### src/rtl/decode_pkg.sv
// Shared encodings for the multicycle ARM-subset control unit: FSM states,
// ALU control codes, data-processing cmd codes and the MUL instruction pattern.
package decode_pkg;

  typedef enum logic [3:0] {
    S_FETCH    = 4'd0,
    S_DECODE   = 4'd1,
    S_MEMADR   = 4'd2,
    S_MEMRD    = 4'd3,
    S_MEMWB    = 4'd4,
    S_MEMWR    = 4'd5,
    S_EXECR    = 4'd6,
    S_EXECI    = 4'd7,
    S_ALUWB    = 4'd8,
    S_BRANCH   = 4'd9,
    S_MULSTART = 4'd10,
    S_MULWAIT  = 4'd11,
    S_MULWB    = 4'd12
  } state_t;

  localparam logic [2:0] ALU_ADD = 3'd0;
  localparam logic [2:0] ALU_SUB = 3'd1;
  localparam logic [2:0] ALU_AND = 3'd2;
  localparam logic [2:0] ALU_ORR = 3'd3;
  localparam logic [2:0] ALU_EOR = 3'd4;

  localparam logic [3:0] CMD_AND = 4'b0000;
  localparam logic [3:0] CMD_EOR = 4'b0001;
  localparam logic [3:0] CMD_SUB = 4'b0010;
  localparam logic [3:0] CMD_ADD = 4'b0100;
  localparam logic [3:0] CMD_CMP = 4'b1010;
  localparam logic [3:0] CMD_ORR = 4'b1100;

  localparam logic [4:0] MUL_FUNCT = 5'b00000;
  localparam logic [3:0] MUL_74    = 4'b1001;

  // MUL shares Op=00 with data processing; only Instr[7:4]=1001 tells them apart.
  function automatic logic is_mul_pattern(input logic [1:0] op,
                                          input logic [5:0] funct,
                                          input logic [3:0] mul74);
    return (op == 2'b00) && (funct[5:1] == MUL_FUNCT) && (mul74 == MUL_74);
  endfunction

endpackage

### src/rtl/decode_mc_if.sv
// Instruction-field inputs, memory/multiplier handshakes and datapath control
// outputs of the multicycle control unit.
interface decode_mc_if #(parameter int ALU_W = 3);

  logic [1:0]       Op;
  logic [5:0]       Funct;
  logic [3:0]       Rd;
  logic [3:0]       Mul74;
  logic             MemReady;
  logic             MulDone;

  logic [1:0]       FlagW;
  logic             PCS;
  logic             NextPC;
  logic             RegW;
  logic             MemW;
  logic             IRWrite;
  logic             AdrSrc;
  logic             MulStart;
  logic [1:0]       ResultSrc;
  logic [1:0]       ALUSrcA;
  logic [1:0]       ALUSrcB;
  logic [1:0]       ImmSrc;
  logic [1:0]       RegSrc;
  logic [ALU_W-1:0] ALUControl;

  modport master (
    output Op, Funct, Rd, Mul74, MemReady, MulDone,
    input  FlagW, PCS, NextPC, RegW, MemW, IRWrite, AdrSrc, MulStart,
           ResultSrc, ALUSrcA, ALUSrcB, ImmSrc, RegSrc, ALUControl
  );

  modport slave (
    input  Op, Funct, Rd, Mul74, MemReady, MulDone,
    output FlagW, PCS, NextPC, RegW, MemW, IRWrite, AdrSrc, MulStart,
           ResultSrc, ALUSrcA, ALUSrcB, ImmSrc, RegSrc, ALUControl
  );

endinterface

### src/rtl/decode_alu.sv
// Combinational ALU decoder: maps cmd/S to ALU control, flag-write enables and
// a no-write indication consumed in the ALU writeback state.
module decode_alu
  import decode_pkg::*;
#(
  parameter bit EN_EOR = 1'b1
) (
  input  logic       alu_op,
  input  logic [3:0] cmd,
  input  logic       s_bit,
  output logic [2:0] alu_ctrl,
  output logic [1:0] flag_w,
  output logic       no_write
);

  logic supported;
  logic arith;
  logic is_cmp;

  always_comb begin
    supported = 1'b1;
    arith     = 1'b0;
    is_cmp    = 1'b0;
    alu_ctrl  = ALU_ADD;
    flag_w    = 2'b00;
    no_write  = 1'b0;
    case (cmd)
      CMD_ADD: begin alu_ctrl = ALU_ADD; arith = 1'b1; end
      CMD_SUB: begin alu_ctrl = ALU_SUB; arith = 1'b1; end
      // CMP without S has no architectural effect, so it is rejected outright.
      CMD_CMP: begin
        if (s_bit) begin
          alu_ctrl = ALU_SUB;
          arith    = 1'b1;
          is_cmp   = 1'b1;
        end else begin
          supported = 1'b0;
        end
      end
      CMD_AND: alu_ctrl = ALU_AND;
      CMD_ORR: alu_ctrl = ALU_ORR;
      CMD_EOR: begin
        if (EN_EOR) alu_ctrl = ALU_EOR;
        else        supported = 1'b0;
      end
      default: supported = 1'b0;
    endcase
    if (!supported || !alu_op) alu_ctrl = ALU_ADD;
    if (alu_op && supported)   flag_w = {s_bit, s_bit & arith};
    no_write = !supported || is_cmp;
  end

endmodule

### src/rtl/decode_mc.sv
// Multicycle control unit: main FSM with memory and multiplier handshakes,
// ALU decoder, PC-write logic and instruction-field decode.
module decode_mc
  import decode_pkg::*;
#(
  parameter int ALU_W  = 3,
  parameter bit EN_EOR = 1'b1,
  parameter bit EN_MUL = 1'b1
) (
  input logic        clk,
  input logic        reset,
  decode_mc_if.slave bus
);

  state_t     state;
  state_t     state_nxt;

  logic       irwrite_c;
  logic       nextpc_c;
  logic       regw_c;
  logic       memw_c;
  logic       mulstart_c;
  logic       adrsrc_c;
  logic       branch;
  logic       alu_op;
  logic       pcs_c;
  logic [1:0] resultsrc_c;
  logic [1:0] srca_c;
  logic [1:0] srcb_c;
  logic [2:0] alu_ctrl;
  logic [1:0] flag_w;
  logic       no_write;

  decode_alu #(.EN_EOR(EN_EOR)) u_alu (
    .alu_op   (alu_op),
    .cmd      (bus.Funct[4:1]),
    .s_bit    (bus.Funct[0]),
    .alu_ctrl (alu_ctrl),
    .flag_w   (flag_w),
    .no_write (no_write)
  );

  always_ff @(posedge clk) begin
    if (reset) state <= S_FETCH;
    else       state <= state_nxt;
  end

  always_comb begin
    state_nxt   = state;
    irwrite_c   = 1'b0;
    nextpc_c    = 1'b0;
    regw_c      = 1'b0;
    memw_c      = 1'b0;
    mulstart_c  = 1'b0;
    adrsrc_c    = 1'b0;
    branch      = 1'b0;
    alu_op      = 1'b0;
    resultsrc_c = 2'b00;
    srca_c      = 2'b00;
    srcb_c      = 2'b00;
    case (state)
      S_FETCH: begin
        srca_c      = 2'b10;
        srcb_c      = 2'b10;
        resultsrc_c = 2'b10;
        irwrite_c   = bus.MemReady;
        nextpc_c    = bus.MemReady;
        if (bus.MemReady) state_nxt = S_DECODE;
      end
      S_DECODE: begin
        srca_c      = 2'b10;
        srcb_c      = 2'b10;
        resultsrc_c = 2'b10;
        case (bus.Op)
          2'b01: state_nxt = S_MEMADR;
          2'b10: state_nxt = S_BRANCH;
          2'b00: begin
            if (EN_MUL && is_mul_pattern(bus.Op, bus.Funct, bus.Mul74)) state_nxt = S_MULSTART;
            else if (bus.Funct[5])                                      state_nxt = S_EXECI;
            else                                                        state_nxt = S_EXECR;
          end
          default: state_nxt = S_FETCH;
        endcase
      end
      S_MEMADR: begin
        srcb_c    = 2'b01;
        state_nxt = bus.Funct[0] ? S_MEMRD : S_MEMWR;
      end
      S_MEMRD: begin
        adrsrc_c = 1'b1;
        if (bus.MemReady) state_nxt = S_MEMWB;
      end
      S_MEMWB: begin
        resultsrc_c = 2'b01;
        regw_c      = 1'b1;
        state_nxt   = S_FETCH;
      end
      // The store stays on the bus until memory accepts it.
      S_MEMWR: begin
        adrsrc_c = 1'b1;
        memw_c   = 1'b1;
        if (bus.MemReady) state_nxt = S_FETCH;
      end
      S_EXECR: begin
        alu_op    = 1'b1;
        state_nxt = S_ALUWB;
      end
      S_EXECI: begin
        srcb_c    = 2'b01;
        alu_op    = 1'b1;
        state_nxt = S_ALUWB;
      end
      S_ALUWB: begin
        regw_c    = !no_write;
        state_nxt = S_FETCH;
      end
      S_BRANCH: begin
        srca_c      = 2'b10;
        srcb_c      = 2'b01;
        resultsrc_c = 2'b10;
        branch      = 1'b1;
        state_nxt   = S_FETCH;
      end
      S_MULSTART: begin
        mulstart_c = 1'b1;
        state_nxt  = S_MULWAIT;
      end
      S_MULWAIT: begin
        if (bus.MulDone) state_nxt = S_MULWB;
      end
      S_MULWB: begin
        resultsrc_c = 2'b11;
        regw_c      = 1'b1;
        state_nxt   = S_FETCH;
      end
      default: state_nxt = S_FETCH;
    endcase
  end

  assign pcs_c = (regw_c && (bus.Rd == 4'hF)) || branch;

  // Side-effecting strobes are held low for as long as reset is asserted.
  assign bus.IRWrite    = irwrite_c  & ~reset;
  assign bus.NextPC     = nextpc_c   & ~reset;
  assign bus.RegW       = regw_c     & ~reset;
  assign bus.MemW       = memw_c     & ~reset;
  assign bus.MulStart   = mulstart_c & ~reset;
  assign bus.PCS        = pcs_c      & ~reset;
  assign bus.FlagW      = reset ? 2'b00 : flag_w;

  assign bus.AdrSrc     = adrsrc_c;
  assign bus.ResultSrc  = resultsrc_c;
  assign bus.ALUSrcA    = srca_c;
  assign bus.ALUSrcB    = srcb_c;
  assign bus.ALUControl = ALU_W'(alu_ctrl);
  assign bus.ImmSrc     = bus.Op;
  assign bus.RegSrc     = {bus.Op == 2'b01, bus.Op == 2'b10};

endmodule

### src/flat_wrapper.sv
// flat-port wrapper written by rule: the top's interface ports become plain ports
module decode_mc_flat import decode_pkg::*;
#(
  parameter int ALU_W  = 3,
  parameter bit EN_EOR = 1'b1,
  parameter bit EN_MUL = 1'b1
)
  (clk, reset, bus_Op, bus_Funct, bus_Rd, bus_Mul74, bus_MemReady, bus_MulDone, bus_FlagW, bus_PCS, bus_NextPC, bus_RegW, bus_MemW, bus_IRWrite, bus_AdrSrc, bus_MulStart, bus_ResultSrc, bus_ALUSrcA, bus_ALUSrcB, bus_ImmSrc, bus_RegSrc, bus_ALUControl);
  decode_mc_if #(.ALU_W(ALU_W)) bus_i ();
  input logic clk;
  input logic reset;
  input wire logic [$bits(bus_i.Op)-1:0] bus_Op;
  input wire logic [$bits(bus_i.Funct)-1:0] bus_Funct;
  input wire logic [$bits(bus_i.Rd)-1:0] bus_Rd;
  input wire logic [$bits(bus_i.Mul74)-1:0] bus_Mul74;
  input wire logic [$bits(bus_i.MemReady)-1:0] bus_MemReady;
  input wire logic [$bits(bus_i.MulDone)-1:0] bus_MulDone;
  output wire logic [$bits(bus_i.FlagW)-1:0] bus_FlagW;
  output wire logic [$bits(bus_i.PCS)-1:0] bus_PCS;
  output wire logic [$bits(bus_i.NextPC)-1:0] bus_NextPC;
  output wire logic [$bits(bus_i.RegW)-1:0] bus_RegW;
  output wire logic [$bits(bus_i.MemW)-1:0] bus_MemW;
  output wire logic [$bits(bus_i.IRWrite)-1:0] bus_IRWrite;
  output wire logic [$bits(bus_i.AdrSrc)-1:0] bus_AdrSrc;
  output wire logic [$bits(bus_i.MulStart)-1:0] bus_MulStart;
  output wire logic [$bits(bus_i.ResultSrc)-1:0] bus_ResultSrc;
  output wire logic [$bits(bus_i.ALUSrcA)-1:0] bus_ALUSrcA;
  output wire logic [$bits(bus_i.ALUSrcB)-1:0] bus_ALUSrcB;
  output wire logic [$bits(bus_i.ImmSrc)-1:0] bus_ImmSrc;
  output wire logic [$bits(bus_i.RegSrc)-1:0] bus_RegSrc;
  output wire logic [$bits(bus_i.ALUControl)-1:0] bus_ALUControl;
  assign bus_i.Op = bus_Op;
  assign bus_i.Funct = bus_Funct;
  assign bus_i.Rd = bus_Rd;
  assign bus_i.Mul74 = bus_Mul74;
  assign bus_i.MemReady = bus_MemReady;
  assign bus_i.MulDone = bus_MulDone;
  assign bus_FlagW = bus_i.FlagW;
  assign bus_PCS = bus_i.PCS;
  assign bus_NextPC = bus_i.NextPC;
  assign bus_RegW = bus_i.RegW;
  assign bus_MemW = bus_i.MemW;
  assign bus_IRWrite = bus_i.IRWrite;
  assign bus_AdrSrc = bus_i.AdrSrc;
  assign bus_MulStart = bus_i.MulStart;
  assign bus_ResultSrc = bus_i.ResultSrc;
  assign bus_ALUSrcA = bus_i.ALUSrcA;
  assign bus_ALUSrcB = bus_i.ALUSrcB;
  assign bus_ImmSrc = bus_i.ImmSrc;
  assign bus_RegSrc = bus_i.RegSrc;
  assign bus_ALUControl = bus_i.ALUControl;
  decode_mc #(.ALU_W(ALU_W), .EN_EOR(EN_EOR), .EN_MUL(EN_MUL)) u_core (.clk(clk), .reset(reset), .bus(bus_i));
endmodule
### config.mk
export PLATFORM = sky130hd
export DESIGN_NAME = decode_mc_flat
export DESIGN_NICKNAME = d
export VERILOG_FILES = /design/src/rtl/decode_pkg.sv /design/src/rtl/decode_mc_if.sv /design/src/rtl/decode_alu.sv /design/src/rtl/decode_mc.sv /design/src/flat_wrapper.sv
export SDC_FILE = /design/constraint.sdc
export NUM_CORES = 1
export LEC_CHECK = 0
export ABC_AREA = 1
export BUFFER_PORTS_ARGS = -buffer_cell sky130_fd_sc_hd__buf_2
export CAP_MARGIN = 20
export CORE_MARGIN = 1
export CORE_UTILIZATION = 41
export CTS_BUF_LIST = sky130_fd_sc_hd__clkbuf_8 sky130_fd_sc_hd__clkbuf_16
export DETAILED_ROUTE_END_ITERATION = 6
export GPL_ROUTABILITY_DRIVEN = 1
export GPL_TIMING_DRIVEN = 0
export MAX_ROUTING_LAYER = met4
export PLACE_DENSITY = 0.78
export SYNTH_ARGS = -nofsm -noshare
export SYNTH_HDL_FRONTEND = slang
export SYNTH_SLANG_ARGS = --single-unit
### constraint.sdc
create_clock -name clk -period 1.3 [get_ports clk]
set_input_delay 0.065 -clock clk [delete_from_list [all_inputs] [get_ports clk]]
set_output_delay 0.065 -clock clk [all_outputs]
set_load 0.005 [all_outputs]
==> results of run 1 <==
==> logic make-up after synthesis <==
family / synth area share
AND/OR/NAND/NOR: 0.520
AO/OA/AOI/OAI: 0.171
buffers and inverters: 0.179
other: 0.00577
flip-flops: 0.123
==> stage by stage <==
stage / cell area (µm²) / power (mW) / util / TNS [ps]
after floorplan: 649 / 0.439 / - / 0
after global placement: 868 / 0.576 / 0.628 / 0
after detailed placement: 868 / 0.584 / 0.628 / 0
after CTS: 988 / 0.943 / 0.715 / -169
after global routing: 1070 / 1.12 / 0.773 / -1280
final: 1070 / 1.04 / 0.773 / -485
==> cell type report <==
cell class / count / area share
plain buffers: 5 / 0.0316
flip-flops and latches: 4 / 0.0867
multi-input cells: 100 / 0.513
inverters: 22 / 0.0796
well taps: 15 / 0.0176
repair buffers: 46 / 0.233
clock buffers: 3 / 0.0386
==> worst register-to-register path: stages (launching register included) <==
cell,delay (ps)
dfxtp_4,340
buf_4,140
nor2_4,120
buf_6,150
nand2_2,90
o21ai_2,130
inv_1,50
nand2_1,60
nand2_1,60
a21oi_2,110
==> metal layers <==
| layer | up-vias | global-route usage | part of all wire |
|---|---|---|---|
| met1 | 443 | 0.294 | 0.42 |
| met2 | 50 | 0.419 | 0.47 |
| met5 | - | - | 0 |
| li1 | 508 | - | - |
| met4 | 0 | 0.0903 | 0.035 |
| met3 | 10 | 0.0652 | 0.078 |
==> worst max path at each step <==
stage,startpoint,to,slack (ps),cells after the start
6_report,u_core.state[2],bus_FlagW[0],-110,7
3_5_place_dp,u_core.state[0],bus_ResultSrc[1],10,8
5_1_grt,u_core.state[2],bus_FlagW[0],-150,7
4_1_cts,u_core.state[0],bus_ResultSrc[1],-50,8
2_1_floorplan,u_core.state[2],u_core.state[0],200,7
3_3_place_gp,u_core.state[0],bus_ResultSrc[1],4,8
==> cell usage in the layout, fill, tap and decap left out, types with 4 or more instances in the layout <==
cell type / synthesis / layout
buf_2: 0 / 40
nand2_1: 34 / 29
nor2_1: 27 / 21
inv_1: 20 / 17
nand3_1: 10 / 9
buf_4: 4 / 9
nor2_2: 3 / 5
nor2_4: 0 / 4
nand2_2: 0 / 4
inv_2: 2 / 4
a21oi_1: 5 / 4
==> timing repair <==
action | CTS | global route
setup buffers | 3 | 3
pin swaps | 6 | 9
endpoints found under the setup margin | 14 | 16
resized for setup | 23 | 16
==> report_power, final <==
group          leakage (nW)  switching, mW  internal, mW
clock network        0.0216         0.0835         0.199
registers            0.0353         0.0390         0.154
logic                 0.531          0.320         0.245
total                 0.587          0.442         0.598
==> out/metrics.csv, run 1 <==
stage,metric,value,unit
logic_synthesis,synth_top_area_cell,nand2_1,
floorplan,die-area,1750,µm²
timing,final_hold_viol_count,0,
power_and_ir_drop,p_leak,0.587,nW
global_routing,grt_pass1_vias,871,
clock_network,cts_sinks,4,
critical_path,worst-path-max-fanout,5,
logic_synthesis,synthDistinctLibCells,22,
clock_network,clockRootBuffer,clkbuf_8,
critical_path,r2r_setup_slack,-20,ps
critical_path,crit_required,1240,ps
critical_path,crit_path_start_kind,flop,
clock_network,cts_buffer_depth,2,
critical_path,cpMaxStageDelayCell,dfxtp_4,
logic_synthesis,synth_nets,151,
critical_path,worstPathArrival,1340,ps
timing,skew,9.68,ps
clock_network,holdBufCountCts,0,
timing,drv_slew,0,
logic_synthesis,syn_inst,131,
timing,fmax,0.710,GHz
place,dp_slack,10.2,ps
critical_path,r2r_end,u_core.state[2],
logic_synthesis,synth_area_per_cell,4.96,µm²
timing,worst_slew_margin_rel,0.619,
detailed_routing,vias,1011,
timing,post-route-period-util,1.08,
floorplan,start_util,0.470,
clock_network,clkTransAtPathRegs,40,ps
critical_path,cp_slowest_stage_delay,350,ps
layout,drive_gt1_frac,0.483,
logic_synthesis,synth_common_cells,"nand2_1, nor2_1, inv_1",
critical_path,critPathBufInv,3,
critical_path,crit_family,simple AND/OR/NAND/NOR gates,
logic_synthesis,synth_area,649,µm²
floorplan,fp.dieH,41.8,µm
layout,reg.largest.list,u_core.state: 4 flops,
timing,fin_crit,1410,ps
critical_path,worstSetupPathType,reg -> out,
floorplan,die_w,41.8,µm
logic_synthesis,ys.flop_type,dfxtp_1,
layout,area_growth,64.5,%
detailed_routing,viasPerCell,5.18,
layout,final.fill_count,107,
min_path,holdCritPathClass,in -> reg,
clock_network,htreeDepth,1,
timing,setup_viol,10,
detailed_routing,wl_per_cell,11.3,µm
floorplan,rows,13,
layout,regArea,92.6,µm²
critical_path,crit_chain,inv_4 -> nor2_4 -> inv_2 -> nor2_2 -> nand2_2 -> nor3_2 -> buf_2,
floorplan,ios,42,
power_and_ir_drop,power.density,973,nW/µm²
global_routing,grt-ovfl-total,0,
clock_network,cts_tree,done,
layout,finalNonFillerCells,195,
run_status,violations,negative setup slack,
run_status,outcome,"complete, but fails checks",
critical_path,r2r-start,u_core.state[2],
floorplan,core_area,1380,µm²
place,gp_congestion,0.899,
layout,largest_reg_flops,4,
logic_synthesis,synthTopCellsByArea,"nand2_1, nor2_1, dfxtp_1",
global_routing,grt_pass1_wl,3400,µm
global_routing,grt_antenna_before_repair,0,
layout,num_antenna_cells,0,
clock_network,cts_buffers,3,
place,post-dp-hpwl,1450,µm
logic_synthesis,synthMostInstantiatedCell,nand2_1,
detailed_routing,initialDrtViolationCount,37,
global_routing,grt_max_degree,11,
logic_synthesis,synth-edff-count,0,
critical_path,cp-end-kind,output pin,
logic_synthesis,yosys.area.top_type_share,0.197,
global_routing,grt_use_total,0.253,
logic_synthesis,synth_warnings,0,
critical_path,r2r_cells,9,
logic_synthesis,ys_seq_area_frac,0.123,
detailed_routing,drtAntennaViolNets,0,
min_path,whs_path_depth,4,
power_and_ir_drop,vdd_drop_max,0.579,mV
logic_synthesis,synthArstFlopShare,0,
layout,nets,202,
job,cap_violations,0,
min_path,holdCritStartpoint,bus_Op[1],
place,numPortBuffers,40,
clock_network,clk_latency,230,ps
timing,tightest_slew,571,ps
layout,multi_input_area,548,µm²
timing,postLayoutSetupSlackWorst,-108,ps
layout,regMostFlops,u_core.state,
min_path,hold_path_end,u_core.state[3],
detailed_routing,drt_drc_violations_left,0,
timing,grt_setup_unrepaired,true,
detailed_routing,wirelength,2210,µm
logic_synthesis,synth_seq_cells,4,
timing,worst_hold_slack,178,ps
detailed_routing,dr.pass1.iters,4,
place,dpl.cell_count,186,
(Power assumes the default switching activity.)
==> run 2: changes to the inputs <==
Settings changed: CELL_PAD_IN_SITES_DETAIL_PLACEMENT set to 1, CELL_PAD_IN_SITES_GLOBAL_PLACEMENT set to 1, CORE_UTILIZATION 41 to 24, PLACE_DENSITY 0.78 to unset, PLACE_DENSITY_LB_ADDON set to 0.1.
==> run 2 against run 1 <==
  * Via count decreased by 2.4%
  * Clock power decreased by 9.6%
  * Highest routed layer unchanged
  * Final area increased by 4.8%
  * The flow still finishes with violations (negative setup slack)
==> out/metrics.csv, run 2 (synthesized netlist as in run 1, its figures left out) <==
stage,metric,value,unit
power_and_ir_drop,clkPwrFrac,0.240,
timing,tightest_slew,605,ps
timing,fmax,0.747,GHz
global_routing,grt-ovfl-total,0,
place,post-dp-hpwl,1930,µm
floorplan,start_util,0.257,
critical_path,r2r_cells,7,
timing,post-route-period-util,1.03,
layout,finalNonFillerCells,210,
layout,final.fill_count,363,
critical_path,cpMaxStageDelayCell,dfxtp_4,
critical_path,cp_slowest_stage_delay,360,ps
place,numPortBuffers,40,
clock_network,htreeDepth,1,
critical_path,crit_path_end,bus_NextPC,
critical_path,crit_family,simple AND/OR/NAND/NOR gates,
timing,fin_crit,1340,ps
layout,drive_gt1_frac,0.506,
clock_network,clk_latency,210,ps
critical_path,critical_path.startpoint,u_core.state[2],
job,cap_violations,0,
detailed_routing,vias,987,
critical_path,r2r_setup_slack,-30,ps
floorplan,ios,42,
global_routing,grt_max_degree,11,
power_and_ir_drop,netSwitchingFraction,0.428,
layout,layout_common_cells,"buf_2, nand2_1, nor2_1",
detailed_routing,wirelength,2620,µm
global_routing,grt_pass1_vias,905,
power_and_ir_drop,power,1.06,mW
power_and_ir_drop,power_frac_seq,0.199,
floorplan,fp.dieH,54.0,µm
clock_network,cts_tree,done,
power_and_ir_drop,power_frac_comb,0.560,
global_routing,grt_antenna_before_repair,0,
timing,worst_slew_margin_rel,0.597,
clock_network,cts_buffer_depth,2,
power_and_ir_drop,switchingPower,0.454,mW
critical_path,crit_path_start_kind,flop,
detailed_routing,drtAntennaViolNets,0,
critical_path,r2r_end,u_core.state[2],
timing,final_hold_viol_count,0,
clock_network,holdBufCountCts,0,
floorplan,core_area,2520,µm²
timing,skew,1.04,ps
run_status,violations,negative setup slack,
timing,grt_setup_unrepaired,true,
layout,regMostFlops,u_core.state,
min_path,holdCritPathClass,in -> reg,
critical_path,crit_chain,nor2_4 -> nand2_1 -> nor3_2 -> buf_4 -> buf_2,
global_routing,grt_use_total,0.184,
critical_path,cp.depth,5,
layout,final_common_cell,buf_2,
layout,reg.largest.list,u_core.state: 4 flops,
layout,nets,202,
timing,worst_hold_slack,233,ps
place,dp_slack,-118,ps
critical_path,critPathBufInv,2,
layout,num_antenna_cells,0,
floorplan,rows,18,
place,dpl.cell_count,201,
detailed_routing,drt_drc_violations_left,0,
clock_network,clockRootBuffer,clkbuf_8,
detailed_routing,wl_per_cell,12.5,µm
detailed_routing,initialDrtViolationCount,8,
critical_path,r2r-start,u_core.state[1],
layout,largest_reg_flops,4,
run_status,outcome,"complete, but fails checks",
timing,setup_viol,6,
timing,drv_slew,0,
timing,postLayoutSetupSlackWorst,-38.3,ps
floorplan,die-area,2920,µm²
power_and_ir_drop,p_leak,0.593,nW
critical_path,worstSetupPathType,reg -> out,
power_and_ir_drop,power.internal,0.608,mW
critical_path,cp-end-kind,output pin,
detailed_routing,viasPerCell,4.70,
power_and_ir_drop,vdd_drop_max,0.849,mV
power_and_ir_drop,power.density,948,nW/µm²
critical_path,worstPathArrival,1270,ps
global_routing,grt_pass1_wl,3810,µm
critical_path,worst-path-max-fanout,6,
clock_network,clkTransAtPathRegs,30,ps
layout,area_growth,72.4,%
place,gp_congestion,0.785,
detailed_routing,dr.pass1.iters,4,
clock_network,cts_buffers,3,
floorplan,die_w,54.0,µm
critical_path,crit_required,1240,ps
clock_network,cts_sinks,4,
[run 2: cell counts in the layout (fill, tap and decap cells not counted)]
No cell type changed its count.
[run 2: through the flow]
| step | TNS [ps] | instance area [µm²] | utilization |
|---|---|---|---|
| final | -105 | 1120 | 0.444 |
| after global routing | -934 | 1120 | 0.444 |
| after CTS | -103 | 1040 | 0.414 |
| after detailed placement | -326 | 887 | 0.352 |
| after global placement | -133 | 887 | 0.352 |
| after floorplan | 0 | 649 | - |
[run 2: worst min-delay path by stage]
stage	start	to	slack [ps]	depth (start not counted)
6_report	bus_Op[1]	u_core.state[3]	230	4
3_5_place_dp	bus_Op[1]	bus_RegSrc[1]	420	3
3_3_place_gp	bus_Op[1]	bus_RegSrc[1]	410	3
4_1_cts	bus_MemReady	u_core.state[2]	210	4
2_1_floorplan	bus_Op[0]	bus_RegSrc[0]	160	1
5_1_grt	bus_MemReady	u_core.state[2]	240	4
[run 2: tightest hold or removal path, cell delays in order]
cell     delay (ps)
buf_2           120
nand2_1          60
nand3_1          90
a21oi_1          60
[run 2: routing by layer]
layer | vias to the layer above | global-route usage | share of wire
li1 | 505 | - | -
met1 | 453 | 0.207 | 0.43
met5 | - | - | 0
met2 | 27 | 0.335 | 0.51
met3 | 2 | 0.0254 | 0.044
met4 | 0 | 0.0513 | 0.0092
[run 2: area by class of cell]
type | count | area [µm²] | area share
multi-input cells | 100 | 577 | 0.515
well taps | 30 | 37.5 | 0.0335
flip-flops and latches | 4 | 95.1 | 0.0849
clock buffers | 3 | 41.3 | 0.0369
plain buffers | 5 | 33.8 | 0.0302
inverters | 22 | 90.1 | 0.0804
repair buffers | 46 | 245 | 0.219
[run 2: power by group through the flow]
stage | logic, mW | registers [mW] | clock network [mW]
floorplan | 0.271 | 0.168 | 0
global placement | 0.419 | 0.176 | 0
detailed placement | 0.426 | 0.178 | 0
CTS | 0.509 | 0.205 | 0.266
global route | 0.656 | 0.214 | 0.274
finish | 0.595 | 0.211 | 0.255
[run 2: repair_timing]
action	4_1_cts	5_1_grt
endpoints found under the hold margin	0	0
endpoints found under the setup margin	15	15
setup buffers	2	4
gates resized for setup	33	14
cloned	0	0
pin swaps	4	2
==> run 3: changes to the inputs <==
Settings changed: CORE_UTILIZATION 24 to 26, SYNTH_HIERARCHICAL set to 1.
==> run 3 against run 2 <==
  * Clock skew barely moved
  * The flow still finishes with violations (negative setup slack)
  * Non-clock buffer count increased by 11
  * Register-to-register slack better by 20 ps
  * Clock-buffer cell count did not move
==> out/metrics.csv, run 3 <==
stage,metric,value,unit
run_status,outcome,"complete, but fails checks",
run_status,violations,negative setup slack,
global_routing,grt-ovfl-total,0,
floorplan,fp.dieH,54.7,µm
place,numPortBuffers,40,
clock_network,clockRootBuffer,clkbuf_8,
floorplan,rows,18,
clock_network,clk_latency,210,ps
logic_synthesis,synth_warnings,6,
timing,fmax,0.674,GHz
clock_network,cts_buffers,3,
floorplan,start_util,0.284,
min_path,whs_path_depth,4,
logic_synthesis,yosys.area.top_type_share,0.135,
floorplan,core_area,2540,µm²
critical_path,worstPathArrival,1420,ps
critical_path,cp_slowest_stage_delay,300,ps
layout,largest_reg_flops,4,
logic_synthesis,ys.flop_type,dfxtp_1,
clock_network,cts_sinks,4,
critical_path,crit_path_start_kind,flop,
detailed_routing,initialDrtViolationCount,5,
timing,post-route-period-util,1.14,
layout,final.fill_count,369,
critical_path,cp-end-kind,output pin,
logic_synthesis,synth-edff-count,0,
critical_path,crit_required,1240,ps
detailed_routing,wl_per_cell,12.7,µm
critical_path,r2r_setup_slack,-10,ps
detailed_routing,dr.pass1.iters,3,
detailed_routing,wirelength,2830,µm
job,cap_violations,0,
layout,area_growth,70.9,%
clock_network,cts_buffer_depth,2,
logic_synthesis,synth_common_cells,"nand2_1, nor2_1, inv_1",
min_path,holdCritPathClass,in -> reg,
layout,regMostFlops,u_core/state,
logic_synthesis,synth_top_area_cell,nand2_1,
logic_synthesis,synthArstFlopShare,0,
critical_path,r2r-start,u_core/state[1],
critical_path,critPathBufInv,4,
timing,drv_slew,0,
logic_synthesis,synth_area_per_cell,5.39,µm²
layout,drive_gt1_frac,0.549,
global_routing,grt_max_degree,11,
floorplan,die_w,54.7,µm
global_routing,grt_pass1_wl,3980,µm
layout,reg.largest.list,u_core/state: 4 flops,
min_path,hold_path_end,u_core/state[2],
critical_path,worstSetupPathType,reg -> out,
timing,tns,-1190,ps
timing,worst_hold_slack,235,ps
logic_synthesis,synth_seq_cells,4,
floorplan,ios,42,
logic_synthesis,syn_inst,134,
layout,nets,215,
power_and_ir_drop,power.density,1120,nW/µm²
global_routing,grt_antenna_before_repair,0,
power_and_ir_drop,p_leak,0.653,nW
timing,fin_crit,1480,ps
layout,final_common_cell,buf_2,
timing,final_hold_viol_count,0,
detailed_routing,viasPerCell,4.80,
global_routing,grt_pass1_vias,957,
timing,worst_slew_margin_rel,0.636,
clock_network,clkTransAtPathRegs,30,ps
clock_network,htreeDepth,1,
layout,layout_common_cells,"buf_2, nand2_1, nor2_1",
detailed_routing,drtAntennaViolNets,0,
critical_path,r2r_end,u_core/state[0],
logic_synthesis,synthMostInstantiatedCell,nand2_1,
critical_path,cpMaxStageDelayCell,dfxtp_2,
timing,grt_setup_unrepaired,true,
logic_synthesis,ys_seq_area_frac,0.111,
logic_synthesis,synthDistinctLibCells,27,
floorplan,die-area,2990,µm²
layout,num_antenna_cells,0,
detailed_routing,vias,1070,
place,post-dp-hpwl,1900,µm
critical_path,worst-path-max-fanout,7,
timing,postLayoutSetupSlackWorst,-183,ps
logic_synthesis,synthTopCellsByArea,"nand2_1, nor2_1, dfxtp_1",
critical_path,r2r_cells,9,
critical_path,crit_family,buffers and inverters,
timing,tightest_slew,547,ps
clock_network,cts_tree,done,
logic_synthesis,synth_area,722,µm²
min_path,holdCritStartpoint,bus_MemReady,
timing,setup_viol,14,
power_and_ir_drop,vdd_drop_max,0.952,mV
detailed_routing,drt_drc_violations_left,0,
timing,skew,0.938,ps
critical_path,crit_chain,buf_6 -> buf_12 -> nor2_4 -> nand3b_1 -> buf_4 -> a21oi_2 -> buf_2,
global_routing,grt_use_total,0.183,
logic_synthesis,synth_nets,154,
place,gp_congestion,0.847,
layout,final_util,0.485,
-- run 3: cell count changes after synthesis, moves of 3 or more --
cell     delta
o21ai_0     +3
nor3_1      -3
nand2_1     -8
nor2_1      -3
a21oi_1     +3
nor2_4      +4
nand2_2     +3
-- run 3: metal layers --
metal / share of wire / track usage
met4: 0.0035 / 0.0256
met2: 0.54 / 0.325
met1: 0.42 / 0.231
met5: 0 / -
met3: 0.039 / 0.00833
-- run 3: worst min-delay path: stages --
cell	delay [ps]
buf_2	70
inv_1	90
nand3_2	110
a21oi_1	60
-- run 3: how the worst max path moves through the flow --
stage	start	to	slack [ps]	depth (start not counted)
finish	u_core/state[1]	bus_RegW	-180	7
global route	u_core/state[1]	bus_PCS	-300	8
CTS	u_core/state[2]	bus_FlagW[1]	-210	10
detailed placement	u_core/state[2]	bus_FlagW[0]	-220	10
global placement	u_core/state[2]	bus_FlagW[0]	-230	10
floorplan	u_core/state[2]	bus_FlagW[0]	30	9
-- run 3: per-stage QoR --
step           total power [mW]  setup WS (ps)  cells  area, µm²
3_3_place_gp              0.792           -234    204        960
3_5_place_dp              0.799           -217    204        960
2_1_floorplan             0.595           28.6    134        722
4_1_cts                    1.17           -214    213       1100
6_report                   1.38           -183    223       1230
5_1_grt                    1.50           -304    223       1230
-- run 3: repair_timing --
action | CTS | global route
pin swaps | 7 | 11
setup endpoints to repair | 14 | 15
gates cloned | 0 | 0
resized for setup | 18 | 15
buffers inserted | 6 | 10
hold buffers | 0 | 0
-- run 3: power by group --
group / internal [mW] / switching [mW] / leakage [nW]
registers: 0.160 / 0.0495 / 0.0347
clock network: 0.197 / 0.0597 / 0.0216
logic: 0.421 / 0.495 / 0.596
total: 0.777 / 0.604 / 0.653
-- run 3: final cells by class --
| type | instances | area [µm²] | area share |
|---|---|---|---|
| buffer | 6 | 45.0 | 0.0365 |
| clock buffer | 3 | 41.3 | 0.0335 |
| inverter | 23 | 88.8 | 0.0720 |
| multi-input combinational | 101 | 597 | 0.484 |
| sequential | 4 | 87.6 | 0.0710 |
| tap | 30 | 37.5 | 0.0304 |
| timing repair buffer | 56 | 337 | 0.273 |
-- run 3: logic make-up (layout without fill, tap and decap cells) --
kind of cell / count (synthesis) / in the layout / share of synthesized area
buffers and inverters: 29 / 88 / 0.182
DFF: 4 / 4 / 0.111
and+or+nand+nor: 79 / 79 / 0.536
AOI/OAI and AO/OA: 21 / 21 / 0.166
other: 1 / 1 / 0.00519
